File: src/rtl/alu_arb_pkg.sv
// rtl/alu_arb_pkg.sv - shared control-bit indices, FSM state and tag types for alu_issue_arb
package alu_arb_pkg;

    localparam int ALU_ADD = 0;
    localparam int ALU_LD  = 1;
    localparam int ALU_ST  = 2;
    localparam int ALU_SUB = 3;
    localparam int ALU_MUL = 4;
    localparam int ALU_CMP = 5;
    localparam int ALU_MOV = 6;
    localparam int ALU_OR  = 7;
    localparam int ALU_AND = 8;
    localparam int ALU_NOT = 9;
    localparam int ALU_LSL = 10;
    localparam int ALU_LSR = 11;

    typedef enum logic [0:0] {
        ST_IDLE     = 1'b0,
        ST_MUL_HOLD = 1'b1
    } arb_state_e;

    typedef logic lane_t;

    typedef struct packed {
        logic        valid;
        lane_t       lane;
        logic [15:0] instr;
    } arb_tag_t;

endpackage

File: src/rtl/alu_issue_arb_if.sv
// rtl/alu_issue_arb_if.sv - one dispatch lane's valid/ready request into alu_issue_arb
interface alu_issue_arb_if;
    logic        valid;
    logic        ready;
    logic [11:0] alusignals;
    logic [15:0] op1;
    logic [15:0] op2;
    logic [4:0]  immx;
    logic        isimm;
    logic [15:0] instr;

    modport master (output valid, alusignals, op1, op2, immx, isimm, instr, input ready);
    modport slave  (input valid, alusignals, op1, op2, immx, isimm, instr, output ready);
endinterface

File: src/rtl/alu_arb_tag_pipe.sv
// rtl/alu_arb_tag_pipe.sv - DEPTH-stage tag delay line with synchronous clear
module alu_arb_tag_pipe
    import alu_arb_pkg::*;
#(
    parameter int DEPTH = 2
) (
    input  logic     clk,
    input  logic     rst,
    input  logic     clr_i,
    input  arb_tag_t tag_i,
    output arb_tag_t tag_o,
    output logic     any_valid_o
);
    arb_tag_t stage_q [DEPTH];

    always_ff @(posedge clk) begin
        if (rst || clr_i) begin
            for (int i = 0; i < DEPTH; i++) stage_q[i] <= '0;
        end else begin
            stage_q[0] <= tag_i;
            for (int i = 1; i < DEPTH; i++) stage_q[i] <= stage_q[i-1];
        end
    end

    assign tag_o = stage_q[DEPTH-1];

    always_comb begin
        any_valid_o = 1'b0;
        for (int i = 0; i < DEPTH; i++) any_valid_o = any_valid_o | stage_q[i].valid;
    end
endmodule

File: src/rtl/alu_issue_arb.sv
// rtl/alu_issue_arb.sv - dual-lane ALU issue arbiter with multiply hold and result tag tracking
// Build option ALU_ARB_FIXED_PRIO_EN: lane 0 always wins contention (no last-grant pointer).
module alu_issue_arb
    import alu_arb_pkg::*;
#(
    parameter int ALU_LAT = 2,
    parameter int MUL_GAP = 3
) (
    input  logic           clk,
    input  logic           rst,
    input  logic           flush,
    alu_issue_arb_if.slave req0,
    alu_issue_arb_if.slave req1,
    output logic [11:0]    alu_alusignals,
    output logic [15:0]    alu_op1,
    output logic [15:0]    alu_op2,
    output logic [4:0]     alu_immx,
    output logic           alu_isimm,
    output logic [15:0]    alu_instr,
    output logic           res_valid,
    output logic           res_lane,
    output logic [15:0]    res_instr,
    output logic           busy
);
    localparam logic [0:0] IDLE     = ST_IDLE;
    localparam logic [0:0] MUL_HOLD = ST_MUL_HOLD;
    localparam int CNT_W = (MUL_GAP > 2) ? $clog2(MUL_GAP) : 1;

    logic [0:0]       state_q, state_d;
    logic [CNT_W-1:0] cnt_q, cnt_d;
    lane_t            sel;
    logic             can_issue, hs;

    logic [11:0] f_sig;
    logic [15:0] f_op1, f_op2, f_instr;
    logic [4:0]  f_immx;
    logic        f_isimm;

    logic        iss_vld_q, iss_vld_d;
    lane_t       iss_lane_q, iss_lane_d;
    logic [11:0] iss_sig_q, iss_sig_d;
    logic [15:0] iss_op1_q, iss_op1_d, iss_op2_q, iss_op2_d, iss_instr_q, iss_instr_d;
    logic [4:0]  iss_immx_q, iss_immx_d;
    logic        iss_isimm_q, iss_isimm_d;

`ifdef ALU_ARB_FIXED_PRIO_EN
    assign sel = !req0.valid;
`else
    lane_t last_q, last_d;

    always_comb begin
        sel = !req0.valid;
        if (req0.valid && req1.valid) sel = ~last_q;
    end

    assign last_d = hs ? sel : last_q;

    // Reset points at lane 1 so lane 0 wins the first contention.
    always_ff @(posedge clk) begin
        if (rst) last_q <= 1'b1;
        else     last_q <= last_d;
    end
`endif

    assign can_issue  = (state_q == IDLE) && !flush && !rst;
    assign req0.ready = can_issue && req0.valid && !sel;
    assign req1.ready = can_issue && req1.valid && sel;
    assign hs         = req0.ready || req1.ready;

    always_comb begin
        if (sel) begin
            f_sig = req1.alusignals; f_op1 = req1.op1; f_op2 = req1.op2;
            f_immx = req1.immx; f_isimm = req1.isimm; f_instr = req1.instr;
        end else begin
            f_sig = req0.alusignals; f_op1 = req0.op1; f_op2 = req0.op2;
            f_immx = req0.immx; f_isimm = req0.isimm; f_instr = req0.instr;
        end
    end

    // Non-handshake cycles present an all-zero bubble to the ALU.
    always_comb begin
        iss_vld_d   = hs;
        iss_lane_d  = hs ? sel : 1'b0;
        iss_sig_d   = hs ? f_sig : '0;
        iss_op1_d   = hs ? f_op1 : '0;
        iss_op2_d   = hs ? f_op2 : '0;
        iss_immx_d  = hs ? f_immx : '0;
        iss_isimm_d = hs ? f_isimm : 1'b0;
        iss_instr_d = hs ? f_instr : '0;
    end

    always_comb begin
        state_d = state_q;
        cnt_d   = cnt_q;
        if (flush) begin
            state_d = IDLE;
            cnt_d   = '0;
        end else if (state_q == MUL_HOLD) begin
            if (cnt_q == CNT_W'(1)) begin
                state_d = IDLE;
                cnt_d   = '0;
            end else begin
                cnt_d = cnt_q - CNT_W'(1);
            end
        end else if (hs && f_sig[ALU_MUL] && (MUL_GAP > 1)) begin
            state_d = MUL_HOLD;
            cnt_d   = CNT_W'(MUL_GAP - 1);
        end
    end

    always_ff @(posedge clk) begin
        if (rst) begin
            state_q     <= IDLE;
            cnt_q       <= '0;
            iss_vld_q   <= 1'b0;
            iss_lane_q  <= 1'b0;
            iss_sig_q   <= '0;
            iss_op1_q   <= '0;
            iss_op2_q   <= '0;
            iss_immx_q  <= '0;
            iss_isimm_q <= 1'b0;
            iss_instr_q <= '0;
        end else begin
            state_q     <= state_d;
            cnt_q       <= cnt_d;
            iss_vld_q   <= iss_vld_d;
            iss_lane_q  <= iss_lane_d;
            iss_sig_q   <= iss_sig_d;
            iss_op1_q   <= iss_op1_d;
            iss_op2_q   <= iss_op2_d;
            iss_immx_q  <= iss_immx_d;
            iss_isimm_q <= iss_isimm_d;
            iss_instr_q <= iss_instr_d;
        end
    end

    assign alu_alusignals = iss_sig_q;
    assign alu_op1        = iss_op1_q;
    assign alu_op2        = iss_op2_q;
    assign alu_immx       = iss_immx_q;
    assign alu_isimm      = iss_isimm_q;
    assign alu_instr      = iss_instr_q;

    arb_tag_t iss_tag, res_tag;
    logic     tags_busy;

    assign iss_tag = {iss_vld_q, iss_lane_q, iss_instr_q};

    alu_arb_tag_pipe #(.DEPTH(ALU_LAT)) u_tag_pipe (
        .clk         (clk),
        .rst         (rst),
        .clr_i       (flush),
        .tag_i       (iss_tag),
        .tag_o       (res_tag),
        .any_valid_o (tags_busy)
    );

    assign res_valid = res_tag.valid;
    assign res_lane  = res_tag.lane;
    assign res_instr = res_tag.instr;
    assign busy      = (state_q == MUL_HOLD) || iss_vld_q || tags_busy;
endmodule
File: src/flat_wrapper.sv
// flat-port wrapper written by rule: the top's interface ports become plain ports
module alu_issue_arb_flat import alu_arb_pkg::*;
#(
    parameter int ALU_LAT = 2,
    parameter int MUL_GAP = 3
)
  (clk, rst, flush, alu_alusignals, alu_op1, alu_op2, alu_immx, alu_isimm, alu_instr, res_valid, res_lane, res_instr, busy, req0_valid, req0_alusignals, req0_op1, req0_op2, req0_immx, req0_isimm, req0_instr, req0_ready, req1_valid, req1_alusignals, req1_op1, req1_op2, req1_immx, req1_isimm, req1_instr, req1_ready);
  alu_issue_arb_if req0_i ();
  alu_issue_arb_if req1_i ();
  input  logic clk;
  input  logic rst;
  input  logic flush;
  output logic [11:0] alu_alusignals;
  output logic [15:0] alu_op1;
  output logic [15:0] alu_op2;
  output logic [4:0] alu_immx;
  output logic alu_isimm;
  output logic [15:0] alu_instr;
  output logic res_valid;
  output logic res_lane;
  output logic [15:0] res_instr;
  output logic busy;
  input wire logic [$bits(req0_i.valid)-1:0] req0_valid;
  input wire logic [$bits(req0_i.alusignals)-1:0] req0_alusignals;
  input wire logic [$bits(req0_i.op1)-1:0] req0_op1;
  input wire logic [$bits(req0_i.op2)-1:0] req0_op2;
  input wire logic [$bits(req0_i.immx)-1:0] req0_immx;
  input wire logic [$bits(req0_i.isimm)-1:0] req0_isimm;
  input wire logic [$bits(req0_i.instr)-1:0] req0_instr;
  output wire logic [$bits(req0_i.ready)-1:0] req0_ready;
  input wire logic [$bits(req1_i.valid)-1:0] req1_valid;
  input wire logic [$bits(req1_i.alusignals)-1:0] req1_alusignals;
  input wire logic [$bits(req1_i.op1)-1:0] req1_op1;
  input wire logic [$bits(req1_i.op2)-1:0] req1_op2;
  input wire logic [$bits(req1_i.immx)-1:0] req1_immx;
  input wire logic [$bits(req1_i.isimm)-1:0] req1_isimm;
  input wire logic [$bits(req1_i.instr)-1:0] req1_instr;
  output wire logic [$bits(req1_i.ready)-1:0] req1_ready;
  assign req0_i.valid = req0_valid;
  assign req0_i.alusignals = req0_alusignals;
  assign req0_i.op1 = req0_op1;
  assign req0_i.op2 = req0_op2;
  assign req0_i.immx = req0_immx;
  assign req0_i.isimm = req0_isimm;
  assign req0_i.instr = req0_instr;
  assign req0_ready = req0_i.ready;
  assign req1_i.valid = req1_valid;
  assign req1_i.alusignals = req1_alusignals;
  assign req1_i.op1 = req1_op1;
  assign req1_i.op2 = req1_op2;
  assign req1_i.immx = req1_immx;
  assign req1_i.isimm = req1_isimm;
  assign req1_i.instr = req1_instr;
  assign req1_ready = req1_i.ready;
  alu_issue_arb #(.ALU_LAT(ALU_LAT), .MUL_GAP(MUL_GAP)) u_core (.clk(clk), .rst(rst), .flush(flush), .req0(req0_i), .req1(req1_i), .alu_alusignals(alu_alusignals), .alu_op1(alu_op1), .alu_op2(alu_op2), .alu_immx(alu_immx), .alu_isimm(alu_isimm), .alu_instr(alu_instr), .res_valid(res_valid), .res_lane(res_lane), .res_instr(res_instr), .busy(busy));
endmodule
File: config.mk
export PLATFORM = sky130hd
export DESIGN_NAME = alu_issue_arb_flat
export DESIGN_NICKNAME = d
export VERILOG_FILES = /design/src/rtl/alu_arb_pkg.sv /design/src/rtl/alu_issue_arb_if.sv /design/src/rtl/alu_arb_tag_pipe.sv /design/src/rtl/alu_issue_arb.sv /design/src/flat_wrapper.sv
export SDC_FILE = /design/constraint.sdc
export NUM_CORES = 1
export LEC_CHECK = 0
export ABC_AREA = 1
export BUFFER_PORTS_ARGS = -buffer_cell sky130_fd_sc_hd__buf_2
export CAP_MARGIN = 30
export CORE_UTILIZATION = 46
export CTS_CLUSTER_SIZE = 25
export DETAILED_ROUTE_END_ITERATION = 6
export PLACE_DENSITY = 0.94
export SLEW_MARGIN = 30
export SYNTH_ARGS = -nofsm -noshare
export SYNTH_HDL_FRONTEND = slang
export SYNTH_SLANG_ARGS = --single-unit
File: constraint.sdc
create_clock -name clk -period 3.1 [get_ports clk]
set_input_delay 0.62 -clock clk [delete_from_list [all_inputs] [get_ports clk]]
set_output_delay 0.62 -clock clk [all_outputs]
set_load 0.02 [all_outputs]
==> impl_results.html <==
<table>
<tr><th>Metric</th><th>Value</th></tr>
<tr><th colspan="2">Clocking</th></tr>
<tr><td>CTS buffer count</td><td>9</td></tr>
<tr><td>Clk Latency, worst-skew pair</td><td>0.35 ns</td></tr>
<tr><td>Sink Count</td><td>108</td></tr>
<tr><td>Count of H-tree levels built during CTS</td><td>3</td></tr>
<tr><td>Post-CTS Hold Buffers</td><td>0</td></tr>
<tr><td>Clock root buffer master</td><td>sky130_fd_sc_hd__clkbuf_8</td></tr>
<tr><td>Post-CTS sizing</td><td>0</td></tr>
<tr><td>Number of buffers between clock root and the deepest sink</td><td>2</td></tr>
<tr><td>Buffer count from post-CTS setup fixing</td><td>0</td></tr>
<tr><td>Clock tree from TritonCTS</td><td>built</td></tr>
<tr><td>Clock-pin slew on the worst setup and hold paths</td><td>0.11 ns</td></tr>
<tr><th colspan="2">Global route</th></tr>
<tr><td>Wire length of the first global-routing pass</td><td>15400 µm</td></tr>
<tr><td>Initial antenna violation count</td><td>0</td></tr>
<tr><td>Pin count of the biggest net entering global routing</td><td>67</td></tr>
<tr><td>GR Util All Layers</td><td>0.226</td></tr>
<tr><td>Via count of the first global-routing pass</td><td>3506</td></tr>
<tr><td>Overall overflow remaining after global route</td><td>0</td></tr>
<tr><th colspan="2">Synth</th></tr>
<tr><td>Number of cells produced by synthesis</td><td>460</td></tr>
<tr><td>Number of warning messages in the yosys log</td><td>0</td></tr>
<tr><td>Number of nets produced by synthesis</td><td>598</td></tr>
<tr><td>Netlist cell types</td><td>16</td></tr>
<tr><td>Portion of the post-synthesis area used by sequential elements</td><td>0.568</td></tr>
<tr><td>Top cells by area, synth</td><td>sky130_fd_sc_hd__dfxtp_1 57%, sky130_fd_sc_hd__nand3_1 9.1%, sky130_fd_sc_hd__a21oi_1 8.7%, sky130_fd_sc_hd__nand2_1 7.1%, sky130_fd_sc_hd__inv_1 4.4%</td></tr>
<tr><td>Top cell type's share of synthesized area</td><td>0.568</td></tr>
<tr><td>Synth Register Bits</td><td>108</td></tr>
<tr><td>Synth Cell Area</td><td>3800 µm²</td></tr>
<tr><td>Mapped Avg Cell Area</td><td>8.27 µm²</td></tr>
<tr><td>Leading area contributor after synthesis</td><td>sky130_fd_sc_hd__dfxtp_1</td></tr>
<tr><th colspan="2">STA</th></tr>
<tr><td>Post-route clock skew</td><td>0.0112 ns</td></tr>
<tr><td>Actual slew at the worst max-slew pin</td><td>0.652 ns</td></tr>
<tr><td>Slew Viols, Final</td><td>0</td></tr>
<tr><td>Time the final worst path needs with I/O delays and setup</td><td>2.33 ns</td></tr>
<tr><td>Endpoints failing hold</td><td>0</td></tr>
<tr><td>Setup ws final</td><td>0.766 ns</td></tr>
<tr><td>Final critical-path share of the clock period</td><td>0.753</td></tr>
<tr><td>Sum of negative setup slack</td><td>0 ns</td></tr>
<tr><td>RSZ-0062 raised after global routing</td><td>no</td></tr>
<tr><td>Setup-failing EPs final</td><td>0</td></tr>
<tr><td>Relative slew slack</td><td>0.565</td></tr>
<tr><td>Timing-limited maximum frequency</td><td>428 MHz</td></tr>
<tr><th colspan="2">Floorplanning</th></tr>
<tr><td>Die boundary height</td><td>92.9 µm</td></tr>
<tr><td>DIE AREA</td><td>8640 µm²</td></tr>
<tr><td>Standard-cell row count</td><td>32</td></tr>
<tr><td>X dimension of the die</td><td>92.9 µm</td></tr>
<tr><td>Total I/O pin count</td><td>224</td></tr>
<tr><td>Starting utilization of the core area</td><td>0.485</td></tr>
<tr><td>Core area</td><td>7850 µm²</td></tr>
<tr><th colspan="2">Placement</th></tr>
<tr><td>Number of input and output port buffers inserted</td><td>223</td></tr>
<tr><td>DP Worst Slack</td><td>0.847 ns</td></tr>
<tr><td>Total placed cells including tap cells</td><td>743</td></tr>
<tr><td>Half-perimeter wire length after detailed placement</td><td>7340 µm</td></tr>
<tr><td>Weighted congestion reported at the end of routability-driven placement</td><td>0.806</td></tr>
<tr><td>Placed Area</td><td>4800 µm²</td></tr>
<tr><th colspan="2">Power and ir drop</th></tr>
<tr><td>Leak</td><td>0.00257 µW</td></tr>
<tr><td>PwrDens</td><td>519 nW/µm²</td></tr>
<tr><td>Worst ir drop on vdd</td><td>0.000281 V</td></tr>
<tr><th colspan="2">Layout</th></tr>
<tr><td>Post-layout net count</td><td>790</td></tr>
<tr><td>Number of antenna diodes</td><td>0</td></tr>
<tr><td>Non-Filler Instances</td><td>759</td></tr>
<tr><td>Final instance area</td><td>4990 µm²</td></tr>
<tr><td>Fill cell count</td><td>659</td></tr>
<tr><td>Share of final-layout standard cells stronger than drive strength 1</td><td>0.382</td></tr>
<tr><td>Final Util</td><td>0.636</td></tr>
<tr><td>Area growth syn-to-layout</td><td>31.3%</td></tr>
<tr><th colspan="2">Detailed routing</th></tr>
<tr><td>Antenna Nets Post-Route</td><td>0</td></tr>
<tr><td>Remaining design rule violation count</td><td>0</td></tr>
<tr><td>Detailed router's first-iteration violation count</td><td>147</td></tr>
<tr><td>Average vias per placed instance</td><td>4.94</td></tr>
<tr><td>Initial DRT Pass Iterations</td><td>4</td></tr>
<tr><td>Mean routed wirelength per cell</td><td>13.0 µm</td></tr>
<tr><td>Detailed Route WL</td><td>9870 µm</td></tr>
<tr><td>Total via count in the routed design</td><td>3753</td></tr>
<tr><th colspan="2">Critical path</th></tr>
<tr><td>Data arrival, critical path</td><td>1.71 ns</td></tr>
<tr><td>Biggest fanout along the worst timing path</td><td>30</td></tr>
<tr><td>Startpoint class of the critical path</td><td>flop</td></tr>
<tr><td>CP endpoint kind</td><td>primary output</td></tr>
<tr><td>Setup CP Type</td><td>flop to primary output</td></tr>
<tr><td>CP required</td><td>2.48 ns</td></tr>
<tr><th colspan="2">Run</th></tr>
<tr><td>Max capacitance violation total</td><td>0</td></tr>
<tr><th colspan="2">Hold path</th></tr>
<tr><td>Class of the tightest hold or removal check</td><td>flop to flop</td></tr>
<tr><th colspan="2">Run status</th></tr>
<tr><td>Run status</td><td>complete, no violations</td></tr>
</table>
[worst paths after layout]
| kind | from | end | slack, ns | cells past startpoint |
|---|---|---|---|---|
| hold reg to reg | u_core.u_tag_pipe.stage_q[0][7] | u_core.u_tag_pipe.stage_q[0][25] | 0.40 | 2 |
| setup reg to reg | u_core.last_q | u_core.state_q | 1.16 | 9 |
| setup / recovery | u_core.last_q | req1_ready | 0.77 | 6 |
| hold / removal | u_core.u_tag_pipe.stage_q[0][7] | u_core.u_tag_pipe.stage_q[0][25] | 0.40 | 2 |
[metal layers]
layer | GRT usage | up-vias | routed length, µm
li1 | - | 1816 | -
met1 | 0.251 | 1746 | 3890
met2 | 0.419 | 173 | 5160
met3 | 0.0509 | 18 | 654
met4 | 0.0756 | 0 | 162
met5 | 0 | - | 0
[where the power goes]
part	total [µW]	internal [µW]	switching, µW
sequential	1440	1430	14.0
combinational	335	136	199
clock	816	314	503
[state kept, by name, summed over array words and instances, names as in the netlist]
register	flops
u_core.iss_vld_q	1
u_core.alu_instr	16
u_core.last_q	1
u_core.alu_op1	16
u_core.alu_immx	5
u_core.u_tag_pipe.stage_q	36
u_core.alu_op2	16
u_core.alu_isimm	1
u_core.cnt_q	2
u_core.iss_lane_q	1
u_core.alu_alusignals	12
u_core.state_q	1
[cell usage after synthesis (all sizes together)]
| master | count |
|---|---|
| inv | 47 |
| o21ai | 2 |
| ha | 1 |
| a21oi | 66 |
| nand3 | 69 |
| dfxtp | 108 |
| clkbuf | 11 |
| nand2 | 72 |
| buf | 37 |
| nor2 | 47 |
[kinds of logic (layout without fill, tap and decap cells)]
family                   after synthesis  count (layout)  synth area share
buffers and inverters                 95             292             0.128
AND/OR/NAND/NOR                      188             188             0.211
AO/OA/AOI/OAI                         68              68            0.0894
adder cells (fa/ha/maj)                1               1           0.00329
flip-flops                           108             108             0.568
[worst max-delay path, stage by stage, from the launching register on]
cell,delay [ns]
sky130_fd_sc_hd__dfxtp_1,0.32
sky130_fd_sc_hd__inv_1,0.10
sky130_fd_sc_hd__nand2_2,0.07
sky130_fd_sc_hd__nand2_2,0.44
sky130_fd_sc_hd__nand2_1,0.15
sky130_fd_sc_hd__inv_1,0.10
sky130_fd_sc_hd__buf_2,0.16
[final cells by class]
cell class / instances / area (µm²) / share of cell area
tap: 102 / 128 / 0.0256
multi-input combinational: 257 / 1160 / 0.232
inverter: 47 / 176 / 0.0353
timing repair buffer: 229 / 1170 / 0.235
sequential: 108 / 2160 / 0.433
clock buffer: 9 / 124 / 0.0248
clock inverter: 7 / 71.3 / 0.0143
[through the flow]
stage	hold WS [ns]	total power, µW
4_1_cts	0.408	2620
5_1_grt	0.420	2720
3_3_place_gp	0.395	1800
6_report	0.404	2590
2_1_floorplan	0.394	1660
3_5_place_dp	0.399	1810
[cell usage in the layout (no fill, tap or decap), drive strengths merged]
cell type | netlist | routed
clkbuf | 11 | 9
nor2 | 47 | 47
nand3 | 69 | 69
clkinv | 0 | 5
inv | 47 | 49
buf | 37 | 229
dfxtp | 108 | 108
a21oi | 66 | 66
nand2 | 72 | 72
ha | 1 | 1
o21ai | 2 | 2
No activity file was read; power rests on OpenSTA's default activity.
